## src/rtl/dsm_ctrl.sv

```systemverilog
// rtl/dsm_ctrl.sv - Sample sequencer for DSM_top: frame hold, soft-start ramp, LFSR dither, overload restart
module dsm_ctrl #(
  parameter int          OSR        = 64,
  parameter int          DITH_EN    = 1,
  parameter int          DITH_SHIFT = 8,
  parameter logic [19:0] RAMP_STEP  = 20'h00040,
  parameter int          OVL_LIMIT  = 32
) (
  input  logic        clock,
  input  logic        reset,
  input  logic        enable,
  input  logic        s_valid,
  output logic        s_ready,
  input  logic [19:0] s_data,
  input  logic [1:0]  pwm,
  output logic [19:0] vin,
  output logic [19:0] dith_o,
  output logic        dsm_reset,
  output logic        sample_tick,
  output logic        ovl_flag,
  input  logic        ovl_clr,
  output logic [1:0]  state_o
);
  localparam int                 FW        = $clog2(OSR);
  localparam int                 CW        = $clog2(OVL_LIMIT + 1);
  localparam logic [FW-1:0]      FCNT_LAST = FW'(OSR - 1);
  localparam logic [CW-1:0]      OVL_MAX   = CW'(OVL_LIMIT);
  localparam logic signed [19:0] STEP      = RAMP_STEP;
  localparam logic [15:0]        LFSR_SEED = 16'hACE1;

  typedef enum logic [1:0] {IDLE = 2'd0, FLUSH = 2'd1, RAMP = 2'd2, RUN = 2'd3} state_t;
  state_t state, state_nxt;

  logic [1:0]         fl_cnt;
  logic [FW-1:0]      fcnt;
  logic [19:0]        sbuf;
  logic               sbuf_full;
  logic [19:0]        tgt;
  logic [19:0]        vin_r;
  logic [15:0]        lfsr;
  logic [CW-1:0]      ovl_cnt;
  logic [1:0]         pwm_prev;

  logic               active, wrap, ovl_hit, restart, xfer, same_code, close;
  logic [19:0]        tgt_nxt, vin_ramp;
  logic signed [19:0] diff;
  logic signed [19:0] dith_full;

  always_comb begin
    active    = (state == RAMP) || (state == RUN);
    wrap      = active && (fcnt == FCNT_LAST);
    ovl_hit   = active && ((pwm == 2'b10) || (ovl_cnt == OVL_MAX));
    // Dropping enable outranks an overload in the same cycle.
    restart   = ovl_hit && enable;
    s_ready   = active && !sbuf_full;
    xfer      = s_valid && s_ready;
    same_code = (pwm == pwm_prev) && (pwm != 2'b00);
    tgt_nxt   = (wrap && sbuf_full) ? sbuf : tgt;
    diff      = $signed(tgt_nxt) - $signed(vin_r);
    close     = (diff <= STEP) && (diff >= -STEP);
    vin_ramp  = close ? tgt_nxt : (diff[19] ? vin_r - RAMP_STEP : vin_r + RAMP_STEP);

    state_nxt = state;
    if (!enable) begin
      state_nxt = IDLE;
    end else begin
      case (state)
        IDLE:    state_nxt = FLUSH;
        FLUSH:   if (fl_cnt == 2'd3) state_nxt = RAMP;
        RAMP:    if (ovl_hit) state_nxt = FLUSH;
                 else if (wrap && close) state_nxt = RUN;
        RUN:     if (ovl_hit) state_nxt = FLUSH;
        default: state_nxt = IDLE;
      endcase
    end
  end

  assign dith_full   = $signed({{4{lfsr[15]}}, lfsr}) >>> DITH_SHIFT;
  assign dith_o      = ((DITH_EN != 0) && active) ? dith_full : 20'd0;
  assign vin         = vin_r;
  assign dsm_reset   = !active;
  assign sample_tick = active && (fcnt == '0);
  assign state_o     = state;

  always_ff @(posedge clock) begin
    if (reset) state <= IDLE;
    else       state <= state_nxt;
  end

  always_ff @(posedge clock) begin
    if (reset) begin
      fl_cnt    <= 2'd0;
      fcnt      <= '0;
      sbuf      <= 20'd0;
      sbuf_full <= 1'b0;
      tgt       <= 20'd0;
      vin_r     <= 20'd0;
      lfsr      <= LFSR_SEED;
      ovl_cnt   <= '0;
      pwm_prev  <= 2'b00;
      ovl_flag  <= 1'b0;
    end else begin
      pwm_prev <= pwm;
      fl_cnt   <= (state == FLUSH) ? fl_cnt + 2'd1 : 2'd0;

      if (active && (state_nxt == state))
        ovl_cnt <= same_code ? ovl_cnt + CW'(1) : '0;
      else
        ovl_cnt <= '0;

      if (active)
        lfsr <= {lfsr[0] ^ lfsr[2] ^ lfsr[3] ^ lfsr[5], lfsr[15:1]};

      if (active && ((state_nxt == RAMP) || (state_nxt == RUN)))
        fcnt <= wrap ? '0 : fcnt + FW'(1);
      else
        fcnt <= '0;

      // A transfer only happens into an empty buffer, so it never races the wrap-edge unload.
      if (restart) begin
        tgt       <= 20'd0;
        sbuf_full <= 1'b0;
      end else if (active) begin
        if (wrap && sbuf_full) begin
          tgt       <= sbuf;
          sbuf_full <= 1'b0;
        end
        if (xfer) begin
          sbuf      <= s_data;
          sbuf_full <= 1'b1;
        end
      end

      if ((state_nxt == IDLE) || (state_nxt == FLUSH))
        vin_r <= 20'd0;
      else if (wrap)
        vin_r <= (state == RAMP) ? vin_ramp : tgt_nxt;

      if (restart)      ovl_flag <= 1'b1;
      else if (ovl_clr) ovl_flag <= 1'b0;
    end
  end
endmodule

```

## config.mk

```make
export PLATFORM = sky130hd
export DESIGN_NAME = dsm_ctrl
export DESIGN_NICKNAME = d
export VERILOG_FILES = /design/src/rtl/dsm_ctrl.sv
export SDC_FILE = /design/constraint.sdc
export NUM_CORES = 1
export LEC_CHECK = 0
export ABC_CLOCK_PERIOD_IN_PS = 8500
export BUFFER_PORTS_ARGS = -buffer_cell sky130_fd_sc_hd__buf_2
export CORE_ASPECT_RATIO = 1.2
export CORE_MARGIN = 2
export CORE_UTILIZATION = 35
export CTS_CLUSTER_SIZE = 24
export DETAILED_ROUTE_END_ITERATION = 7
export PLACE_DENSITY = 0.51
export SYNTH_ARGS = -nofsm -noshare
export SYNTH_HDL_FRONTEND = slang
export SYNTH_SLANG_ARGS = --single-unit
```

## constraint.sdc

```tcl
create_clock -name clock -period 8.5 [get_ports clock]
set_input_delay 1.7 -clock clock [delete_from_list [all_inputs] [get_ports clock]]
set_output_delay 1.7 -clock clock [all_outputs]
set_load 0.05 [all_outputs]
```

==> results of run 1 <==
-- final timing paths --
path | end | slack [ns]
setup / recovery | vin[19] | 1.52
hold / removal | fl_cnt[0] | 0.44
setup reg to reg | vin[19] | 1.52
hold reg to reg | fl_cnt[0] | 0.44
-- cell families (layout without fill, tap and decap cells) --
| family | after synthesis | in the layout | synth area share (%) |
|---|---|---|---|
| compound gates | 150 | 150 | 17.1 |
| xor+xnor | 35 | 35 | 4.96 |
| fa+ha+maj | 38 | 38 | 7.93 |
| buf+inv | 95 | 144 | 8.72 |
| flops | 96 | 96 | 31.1 |
| mux | 54 | 54 | 9.13 |
| simple gates | 255 | 255 | 21.1 |
-- power by group through the flow --
stage	combinational (mW)	sequential, mW	clock [mW]
2_1_floorplan	0.00793	0.462	0
4_1_cts	0.0176	0.451	0.417
5_1_grt	0.0191	0.451	0.434
3_5_place_dp	0.0176	0.462	0
6_report	0.0172	0.452	0.408
3_3_place_gp	0.0176	0.462	0
-- flip-flops by register name, indices dropped and copies added, names as in the netlist --
register	flops
tgt	20
pwm_prev	2
fl_cnt	2
ovl_flag	1
state_o	2
ovl_cnt	6
fcnt	6
lfsr	16
sbuf	20
vin	20
sbuf_full	1
-- final cells by class --
| cell class | instances | area (µm²) |
|---|---|---|
| clock buffer | 11 | 243 |
| clock inverter | 5 | 56.3 |
| fill | 1833 | 10600 |
| inverter | 50 | 188 |
| multi-input combinational | 532 | 3720 |
| sequential | 96 | 1920 |
| tap | 220 | 275 |
| timing repair buffer | 78 | 405 |
-- metal layers --
metal | wire length [µm] | GRT usage [%] | vias to the layer above
met4 | 388 | 6.61 | 2
met3 | 646 | 3.18 | 29
met5 | 7 | 0 | -
li1 | - | - | 2621
met1 | 7240 | 21.4 | 2461
met2 | 7690 | 29.4 | 117
-- cells in the mapped netlist (5+ instances only) --
cell type  instances
a211o_1            8
a211oi_1          15
a211oi_2           7
a21o_1             5
a21oi_1           32
a31oi_1            6
and2_1            14
and3_1             7
buf_4             12
clkbuf_1          17
clkbuf_8           8
dfxtp_1           96
ha_1              36
inv_1             49
mux2_2             5
mux2i_1           47
nand2_1           43
nand2b_1          13
nand3_1           21
nor2_1            82
nor2b_1           15
nor3_1            21
nor3_2             5
nor4_1            12
o211ai_1          10
o21ai_0           32
xnor2_1           24
xor2_1            11
-- metrics by stage --
stage | cells | util (%) | setup WS [ns]
after detailed placement | 976 | 37.3 | 1.53
after global routing | 992 | 39.1 | 0.798
after floorplan | 723 | - | 2.09
after CTS | 992 | 39.1 | 1.52
after global placement | 976 | 37.3 | 1.79
final | 992 | 39.1 | 1.52
==> summary.md, run 1 <==
| Metric | Value |
|---|---|
| Die W | 125 µm |
| FF+latch count, synth | 96 |
| P_sw | 184 µW |
| DRC Markers | 0 |
| Port bufs | 72 |
| Starting Density | 35.5% |
| HP Class | reg -> reg |
| Area contributors post-synth | dfxtp_1, mux2i_1, ha_1 |
| Most frequent cells in the layout | dfxtp_1, nor2_1, buf_2, inv_1, mux2i_1 |
| Gr usage total | 17.2% |
| Final worst path period share | 82.1% |
| Status | completed |
| Yosys top cell area share | 31.1% |
| # Post-CTS Setup Buffers | 0 |
| Clock sinks | 96 |
| P_leak | 3.25 nW |
| # IOs | 73 |
| CP Max Fanout | 26 |
| HP Start | fl_cnt[0] |
| Routed WL per cell | 16.1 µm |
| Global route total overflow | 0 |
| Hold Crit Depth | 1 |
| Post-Place Cell Area | 0.00651 mm² |
| Setup TNS | 0 ns |
| Top delay family on crit path | compound AO/OA/AOI/OAI gates |
| Die area | 0.0188 mm² |
| Clk_lat worst skew | 0.35 ns |
| CP peak stage delay | 0.58 ns |
| Max-cap violations | 0 |
| Worst VDD drop | 0.0941 mV |
| WS Path Type | reg -> reg |
| Int Pwr | 693 µW |
| Finished Cell Area | 0.00681 mm² |
| Die Height | 150 µm |
| Layout area overhead | 10.2% |
| Syn. warnings | 0 |
| Vias per cell | 5.27 |
| Reg2reg path depth | 26 |
| Site row count | 53 |
| Average size of a mapped cell | 8.55 µm² |
| CTS H-tree lvls | 3 |
| Final hold viol count | 0 |
| Final setup vio count | 0 |
| Synth Cell Area | 0.00618 mm² |
| Power Total | 877 µW |
| Critical R2R Launch | state_o[1] |
| Combinational power share | 2.0% |
| Crit start category | register |
| Routed vias | 5,230 |
| Register area share after synthesis | 31.1% |
| ANT nets after route | 0 |
| Setup Skew | 0.00577 ns |
| Max clock buf depth | 2 |
| Largest net degree at the start of global routing | 45 |
| Worst setup startpoint | state_o[1] |
| Post-Syn Nets | 788 |
| Initial antenna violation count | 1 |
| Resized cells post-CTS | 0 |
| First-pass GRT wire length | 25.8 mm |
| CTS Buf Count | 9 |
| Max Fclk | 0.143 GHz |
| Worst endpoint required time | 8.73 ns |
| Iter 0 DRT Violations | 225 |
| Arrival time worst endpoint | 7.21 ns |
| Ant diodes | 0 |
| Clock transition at path regs | 0.07 ns |
| Synth Instances | 723 |
| Fraction of registers with async set or reset after synthesis | 0% |
| P per Cell Area | 129 mW/mm² |
| Number of synthesized flops with an enable pin | 0 |
| Fin. max-slew vios | 0 |
| CTS tree | yes |
| Net Sw Frac | 21.0% |
| GP Congestion | 0.869 |
| Hold buffer count at CTS | 0 |
| Layout cells sized above 1 | 16.5% |
| Relative slew slack | 38.8% |
| RSZ-0062 raised after global routing | false |
| Clk root buf | clkbuf_16 |
| CP Capture Type | register |
| Min Tclk post-route | 6.98 ns |
| Core area | 0.0174 mm² |
| Drt total wl | 16.0 mm |
| Dpl hpwl | 12.3 mm |
| Drt pass-1 iters | 4 |
| Reg power frac | 51.5% |
| Netlist cell types | 73 |
| Post-layout nets | 832 |
| Leading cell type in the layout, fill and taps excluded | dfxtp_1 |
| Worst Path Buf+Inv | 4 |
| Measured slew at the worst slew-check pin | 0.916 ns |
| WHS | 0.436 ns |
| Slowest-stage cell, CP | a2111oi_0 |
| Cell accounting for the most synthesized area | dfxtp_1 |
| Main synth FF type | dfxtp_1 |
| Vias in the first global route | 4,981 |
| Clock power frac | 46.6% |
| Worst path depth | 26 |
Note: power is estimated with default switching activity, not from simulation.
==> run 2, diff against run 1 <==
--- a/config.mk
+++ b/config.mk
@@ -5,14 +5,14 @@
 export SDC_FILE = /design/constraint.sdc
 export NUM_CORES = 1
 export LEC_CHECK = 0
-export ABC_CLOCK_PERIOD_IN_PS = 8500
+export ABC_CLOCK_PERIOD_IN_PS = 6000
 export BUFFER_PORTS_ARGS = -buffer_cell sky130_fd_sc_hd__buf_2
 export CORE_ASPECT_RATIO = 1.2
 export CORE_MARGIN = 2
 export CORE_UTILIZATION = 35
 export CTS_CLUSTER_SIZE = 24
 export DETAILED_ROUTE_END_ITERATION = 7
-export PLACE_DENSITY = 0.51
+export PLACE_DENSITY = 0.53
 export SYNTH_ARGS = -nofsm -noshare
 export SYNTH_HDL_FRONTEND = slang
 export SYNTH_SLANG_ARGS = --single-unit
==> constraint.sdc (replaced) <==
create_clock -name clock -period 6 [get_ports clock]
set_input_delay 1.2 -clock clock [delete_from_list [all_inputs] [get_ports clock]]
set_output_delay 1.2 -clock clock [all_outputs]
set_load 0.05 [all_outputs]
==> run 2 against run 1 <==
Setup slack got worse by 1.0 ns. Wire length increased by 1.4%. Sequential cell count unchanged. Final cell count up 4.3%. Die area unchanged. Global-route usage up 0.30 points.
==> summary.md, run 2 (synthesized netlist as in run 1, its figures left out) <==
| Metric | Value |
|---|---|
| Max-cap violations | 0 |
| RSZ-0062 raised after global routing | false |
| HP Class | reg -> reg |
| First-pass GRT wire length | 26.3 mm |
| GR Util met2 | 29.6% |
| Max Fclk | 0.182 GHz |
| Worst endpoint required time | 6.24 ns |
| Largest net degree at the start of global routing | 45 |
| CP most frequent cell | a21oi_1 |
| Worst Path Buf+Inv | 2 |
| Routed vias | 5,330 |
| Reg2reg path depth | 25 |
| Measured slew at the worst slew-check pin | 0.889 ns |
| GP Congestion | 0.855 |
| Power Total | 1.27 mW |
| Die Height | 150 µm |
| Routed WL per cell | 15.6 µm |
| Met3 Usage GRT | 3.25% |
| P_sw | 277 µW |
| Final hold viol count | 0 |
| Final setup vio count | 0 |
| Hold Crit Depth | 1 |
| Die area | 0.0188 mm² |
| WS Path Type | reg -> reg |
| Clk root buf | clkbuf_16 |
| DRC Markers | 0 |
| Final core area utilization | 41.3% |
| Most frequent cells in the layout | dfxtp_1, nor2_1, buf_2, inv_1 |
| Gr busiest metal | met2 |
| Hold buffer count at CTS | 0 |
| Drt total wl | 16.2 mm |
| CP Capture Type | register |
| Vias per cell | 5.15 |
| Setup Skew | 0.00763 ns |
| Clock transition at path regs | 0.07 ns |
| # IOs | 73 |
| Clk_lat worst skew | 0.35 ns |
| Global route total overflow | 0 |
| Max clock buf depth | 2 |
| Initial antenna violation count | 0 |
| Min Tclk post-route | 5.51 ns |
| Ant diodes | 0 |
| CTS H-tree lvls | 3 |
| ANT nets after route | 0 |
| Iter 0 DRT Violations | 301 |
| Final worst path period share | 91.8% |
| Worst path depth | 25 |
| Gr usage total | 17.5% |
| Net Sw Frac | 21.9% |
| P per Cell Area | 176 mW/mm² |
| CP Max Fanout | 20 |
| Die W | 125 µm |
| Fin. max-slew vios | 0 |
| Post-Place Cell Area | 0.00683 mm² |
| Int Pwr | 989 µW |
| Status | completed |
| Arrival time worst endpoint | 5.74 ns |
| Dpl hpwl | 12.4 mm |
| Combinational power share | 2.0% |
| Reg power frac | 50.5% |
| Setup TNS | 0 ns |
| Drt pass-1 iters | 4 |
| Layout area overhead | 16.5% |
| Finished Cell Area | 0.00720 mm² |
| Starting Density | 35.5% |
| Layout cells sized above 1 | 21.5% |
| Vias in the first global route | 5,197 |
| Top delay family on crit path | compound AO/OA/AOI/OAI gates |
| Site row count | 53 |
| CTS tree | yes |
| Core area | 0.0174 mm² |
| Port bufs | 72 |
| CTS Buf Count | 9 |
| P_leak | 3.47 nW |
| Slowest-stage cell, CP | a2111oi_4 |
| Clock power frac | 47.6% |
| Clock sinks | 96 |
| CP peak stage delay | 0.44 ns |
| Worst VDD drop | 0.130 mV |
| Crit start category | register |
| Leading cell type in the layout, fill and taps excluded | dfxtp_1 |
| Relative slew slack | 40.7% |
| Post-layout nets | 875 |
| GR Layer Usage met1 | 22.5% |
[run 2: final cells by class]
type | count | area (µm²)
Clock inverter | 6 | 75.1
Multi-Input combinational cell | 533 | 3770
Inverter | 50 | 188
Timing Repair Buffer | 120 | 733
Tap cell | 220 | 275
Clock buffer | 10 | 239
Fill cell | 1829 | 10200
Sequential cell | 96 | 1930
[run 2: final timing paths]
kind / start / endpoint / slack [ns]
hold reg to reg: fl_cnt[0] / fl_cnt[0] / 0.44
setup reg to reg: fcnt[0] / vin[18] / 0.49
setup / recovery: fcnt[0] / vin[18] / 0.49
hold / removal: fl_cnt[0] / fl_cnt[0] / 0.44
[run 2: worst register-to-register path: stages, from the launching register on]
cell       delay, ns
dfxtp_1         0.34
ha_1            0.23
and2_1          0.16
and2_1          0.14
nand2_1         0.11
buf_12          0.19
mux2_2          0.38
ha_1            0.29
o21ai_0         0.30
a21oi_2         0.13
o21ai_4         0.08
o21ai_1         0.17
a2111oi_4       0.45
nor3_2          0.15
buf_4           0.17
fa_1            0.39
a21oi_1         0.14
o21ai_0         0.14
a21oi_1         0.20
o21bai_1        0.11
a21o_1          0.21
a41oi_1         0.29
a21oi_1         0.12
xor2_1          0.15
nor4_1          0.25
nor3_2          0.09
[run 2: metrics by stage]
step	setup WS (ns)	hold slack (ns)	cells
2_1_floorplan	0.00645	0.407	723
3_3_place_gp	0.138	0.425	1015
3_5_place_dp	0.0456	0.427	1015
4_1_cts	0.0121	0.437	1031
5_1_grt	0.0532	0.451	1035
6_report	0.491	0.436	1035
[run 2: what timing repair did]
item | in CTS | in global routing
gates resized for setup | 0 | 5
buffers inserted | 0 | 3
setup endpoints to repair | 0 | 4
[run 2: per-layer routing]
metal | routed length, µm | vias to the layer above
met5 | 0 | -
met4 | 333 | 0
met3 | 753 | 21
met2 | 7560 | 109
met1 | 7550 | 2490
li1 | - | 2710
[run 2: power by group through the flow]
stage          sequential, mW  combinational, mW  clock (mW)
2_1_floorplan           0.655             0.0112           0
6_report                0.639             0.0247       0.602
3_3_place_gp            0.654             0.0255           0
4_1_cts                 0.639             0.0254       0.619
3_5_place_dp            0.654             0.0254           0
5_1_grt                 0.639             0.0273       0.641
==> run 3, diff against run 2 <==
--- a/config.mk
+++ b/config.mk
@@ -5,6 +5,7 @@
 export SDC_FILE = /design/constraint.sdc
 export NUM_CORES = 1
 export LEC_CHECK = 0
+export ABC_AREA = 1
 export ABC_CLOCK_PERIOD_IN_PS = 6000
 export BUFFER_PORTS_ARGS = -buffer_cell sky130_fd_sc_hd__buf_2
 export CORE_ASPECT_RATIO = 1.2
@@ -12,7 +13,7 @@
 export CORE_UTILIZATION = 35
 export CTS_CLUSTER_SIZE = 24
 export DETAILED_ROUTE_END_ITERATION = 7
-export PLACE_DENSITY = 0.53
+export PLACE_DENSITY = 0.54
 export SYNTH_ARGS = -nofsm -noshare
 export SYNTH_HDL_FRONTEND = slang
 export SYNTH_SLANG_ARGS = --single-unit
==> constraint.sdc (replaced) <==
create_clock -name clock -period 6 [get_ports clock]
set_input_delay 0.3 -clock clock [delete_from_list [all_inputs] [get_ports clock]]
set_output_delay 0.3 -clock clock [all_outputs]
set_load 0.05 [all_outputs]
==> run 3 against run 2 <==
Die area decreased by 3.4%. Critical path type unchanged. Critical path depth increased by 4. Combinational power about the same. Area after synthesis decreased by 3.5%. Core utilization decreased by 0.89 points. Sequential power about the same. Via count increased by 3.6%.
==> summary.md, run 3 <==
| Metric | Value |
|---|---|
| Die area | 0.0181 mm² |
| CP most frequent cell | nand2_1 |
| Register area | 0.00192 mm² |
| Dpl hpwl | 12.2 mm |
| Met3 Usage GRT | 2.21% |
| Routed vias | 5,523 |
| Max clock buf depth | 2 |
| Most frequent cell after synthesis | nand2_1 |
| Relative slew slack | 46.2% |
| Post-layout nets | 1,043 |
| Synth Area in Simple Gates | 28.9% |
| Drt total wl | 15.2 mm |
| Clk_lat worst skew | 0.34 ns |
| Filler cells | 1,873 |
| Max Fclk | 0.186 GHz |
| Commonest cells post-synth | nand2_1, inv_1, dfxtp_1, nor2_1, a21oi_1 |
| Netlist cell types | 42 |
| Resized cells post-CTS | 0 |
| HP Class | in -> reg |
| Min Tclk post-route | 5.36 ns |
| CTS Buf Count | 9 |
| Die W | 123 µm |
| GP Congestion | 0.922 |
| Largest net degree at the start of global routing | 39 |
| Worst Path Buf+Inv | 3 |
| Gr busiest metal | met2 |
| Final worst path period share | 89.4% |
| Reg power frac | 53.2% |
| Number of synthesized flops with an enable pin | 0 |
| Largest family of logic cells by synthesized area | simple AND/OR/NAND/NOR gates |
| Most frequent cells in the layout | nand2_1, inv_1, nor2_1, dfxtp_1, a21oi_1 |
| Initial antenna violation count | 0 |
| GR Layer Usage met1 | 22.3% |
| Synth Cell Area | 0.00597 mm² |
| P per Cell Area | 177 mW/mm² |
| Drt pass-1 iters | 4 |
| Port bufs | 72 |
| P_sw | 267 µW |
| Fraction of registers with async set or reset after synthesis | 0% |
| Setup TNS | 0 ns |
| # Post-CTS Setup Buffers | 0 |
| Xor and xnor area share after synthesis | 3.65% |
| Post-synthesis compound-gate area fraction | 13.7% |
| Clk root buf | clkbuf_16 |
| Combinational power share | 2.1% |
| Fin. max-slew vios | 0 |
| First-pass GRT wire length | 25.2 mm |
| Global route total overflow | 0 |
| Int Pwr | 934 µW |
| Top delay family on crit path | compound AO/OA/AOI/OAI gates |
| CTS tree | yes |
| Synth Instances | 919 |
| Die Height | 147 µm |
| GR Util met2 | 30.5% |
| Status | completed |
| Mux cell area share after synthesis | 0.168% |
| Final setup vio count | 0 |
| Leading cell type in the layout, fill and taps excluded | nand2_1 |
| Worst endpoint required time | 6.20 ns |
| FF+latch count, synth | 96 |
| Worst VDD drop | 0.146 mV |
| Adder-Cell Fraction of Synth Area | 8.22% |
| Starting Density | 35.6% |
| CTS H-tree lvls | 3 |
| Slowest-stage cell, CP | dfxtp_1 |
| RSZ-0062 raised after global routing | false |
| Area contributors post-synth | dfxtp_1, nand2_1, inv_1 |
| Cell accounting for the most synthesized area | dfxtp_1 |
| # IOs | 73 |
| Vias per cell | 4.61 |
| Hold buffer count at CTS | 0 |
| Routed WL per cell | 12.7 µm |
| Clock sinks | 96 |
| Measured slew at the worst slew-check pin | 0.805 ns |
| CP peak stage delay | 0.39 ns |
| Register area share after synthesis | 32.2% |
| ANT nets after route | 0 |
| DRC Markers | 0 |
| Clock transition at path regs | 0.07 ns |
| Max-cap violations | 0 |
| Syn. warnings | 0 |
| Average size of a mapped cell | 6.50 µm² |
| CP Max Fanout | 36 |
| Net Sw Frac | 22.3% |
| Site row count | 52 |
| Crit start category | register |
| WHS | 0.189 ns |
| Final hold viol count | 0 |
| Core area | 0.0168 mm² |
| Iter 0 DRT Violations | 253 |
| Setup Skew | 0.00928 ns |
| P_leak | 3.41 nW |
| Gr usage total | 17.4% |
| CP Capture Type | register |
| Vias in the first global route | 5,282 |
| Layout area overhead | 13.6% |
| WS Path Type | reg -> reg |
| Clock power frac | 44.7% |
| Arrival time worst endpoint | 5.56 ns |
| Area of the multi-input gates | 0.00327 mm² |
| Post-Syn Nets | 984 |
| Ant diodes | 0 |
| Yosys top cell area share | 32.2% |
| Main synth FF type | dfxtp_1 |
| Layout cells sized above 1 | 11.6% |
[run 3: cells by family after synthesis]
family	count (synthesis)
mux	1
compound gates	151
buf+inv	195
xor+xnor	24
fa+ha+maj	38
flops	96
simple gates	414
[run 3: layer usage]
layer / vias to the layer above / part of all wire (%)
li1: 2999 / -
met1: 2451 / 47
met2: 65 / 49
met3: 8 / 2.9
met4: 0 / 0.82
met5: - / 0
[run 3: power groups by stage]
stage               combinational (mW)  clock (mW)  sequential (mW)
floorplan                       0.0116           0            0.655
global placement                0.0254           0            0.654
detailed placement              0.0254           0            0.654
CTS                             0.0254       0.559            0.639
global route                    0.0281       0.581            0.639
finish                          0.0247       0.538            0.639
[run 3: layout make-up]
cell class                      instances  share of cell area [%]
Clock buffer                           10                    3.38
Tap cell                              216                    3.98
Inverter                              161                    8.91
Multi-Input combinational cell        628                    48.2
Sequential cell                        96                    28.3
Timing Repair Buffer                   82                    6.42
Clock inverter                          6                   0.756
[run 3: path summary, 6_finish.rpt]
kind | slack [ns] | depth (start not counted) | end | startpoint
min reg2reg | 0.42 | 1 | fl_cnt[0] | fl_cnt[0]
max | 0.64 | 29 | vin[15] | fcnt[0]
max reg2reg | 0.64 | 29 | vin[15] | fcnt[0]
min | 0.19 | 3 | pwm_prev[0] | pwm[0]
[run 3: worst reg2reg max path: cells and delay by family, from the launching register on]
family	cells	cell delay [ns]
flops	1	0.39
buf+inv	3	0.37
xor+xnor	2	0.37
compound gates	8	1.80
simple gates	13	1.38
fa+ha+maj	3	0.91
[run 3: per-stage QoR]
step	utilization (%)	area (µm²)	setup WS (ns)	instances	total power, mW
after global routing	40.4	6780	0.0463	1199	1.25
after floorplan	-	5970	1.02	919	0.667
after CTS	40.3	6770	0.540	1199	1.22
final	40.4	6780	0.637	1199	1.20
after global placement	38.7	6490	0.679	1183	0.679
after detailed placement	38.7	6490	0.579	1183	0.680
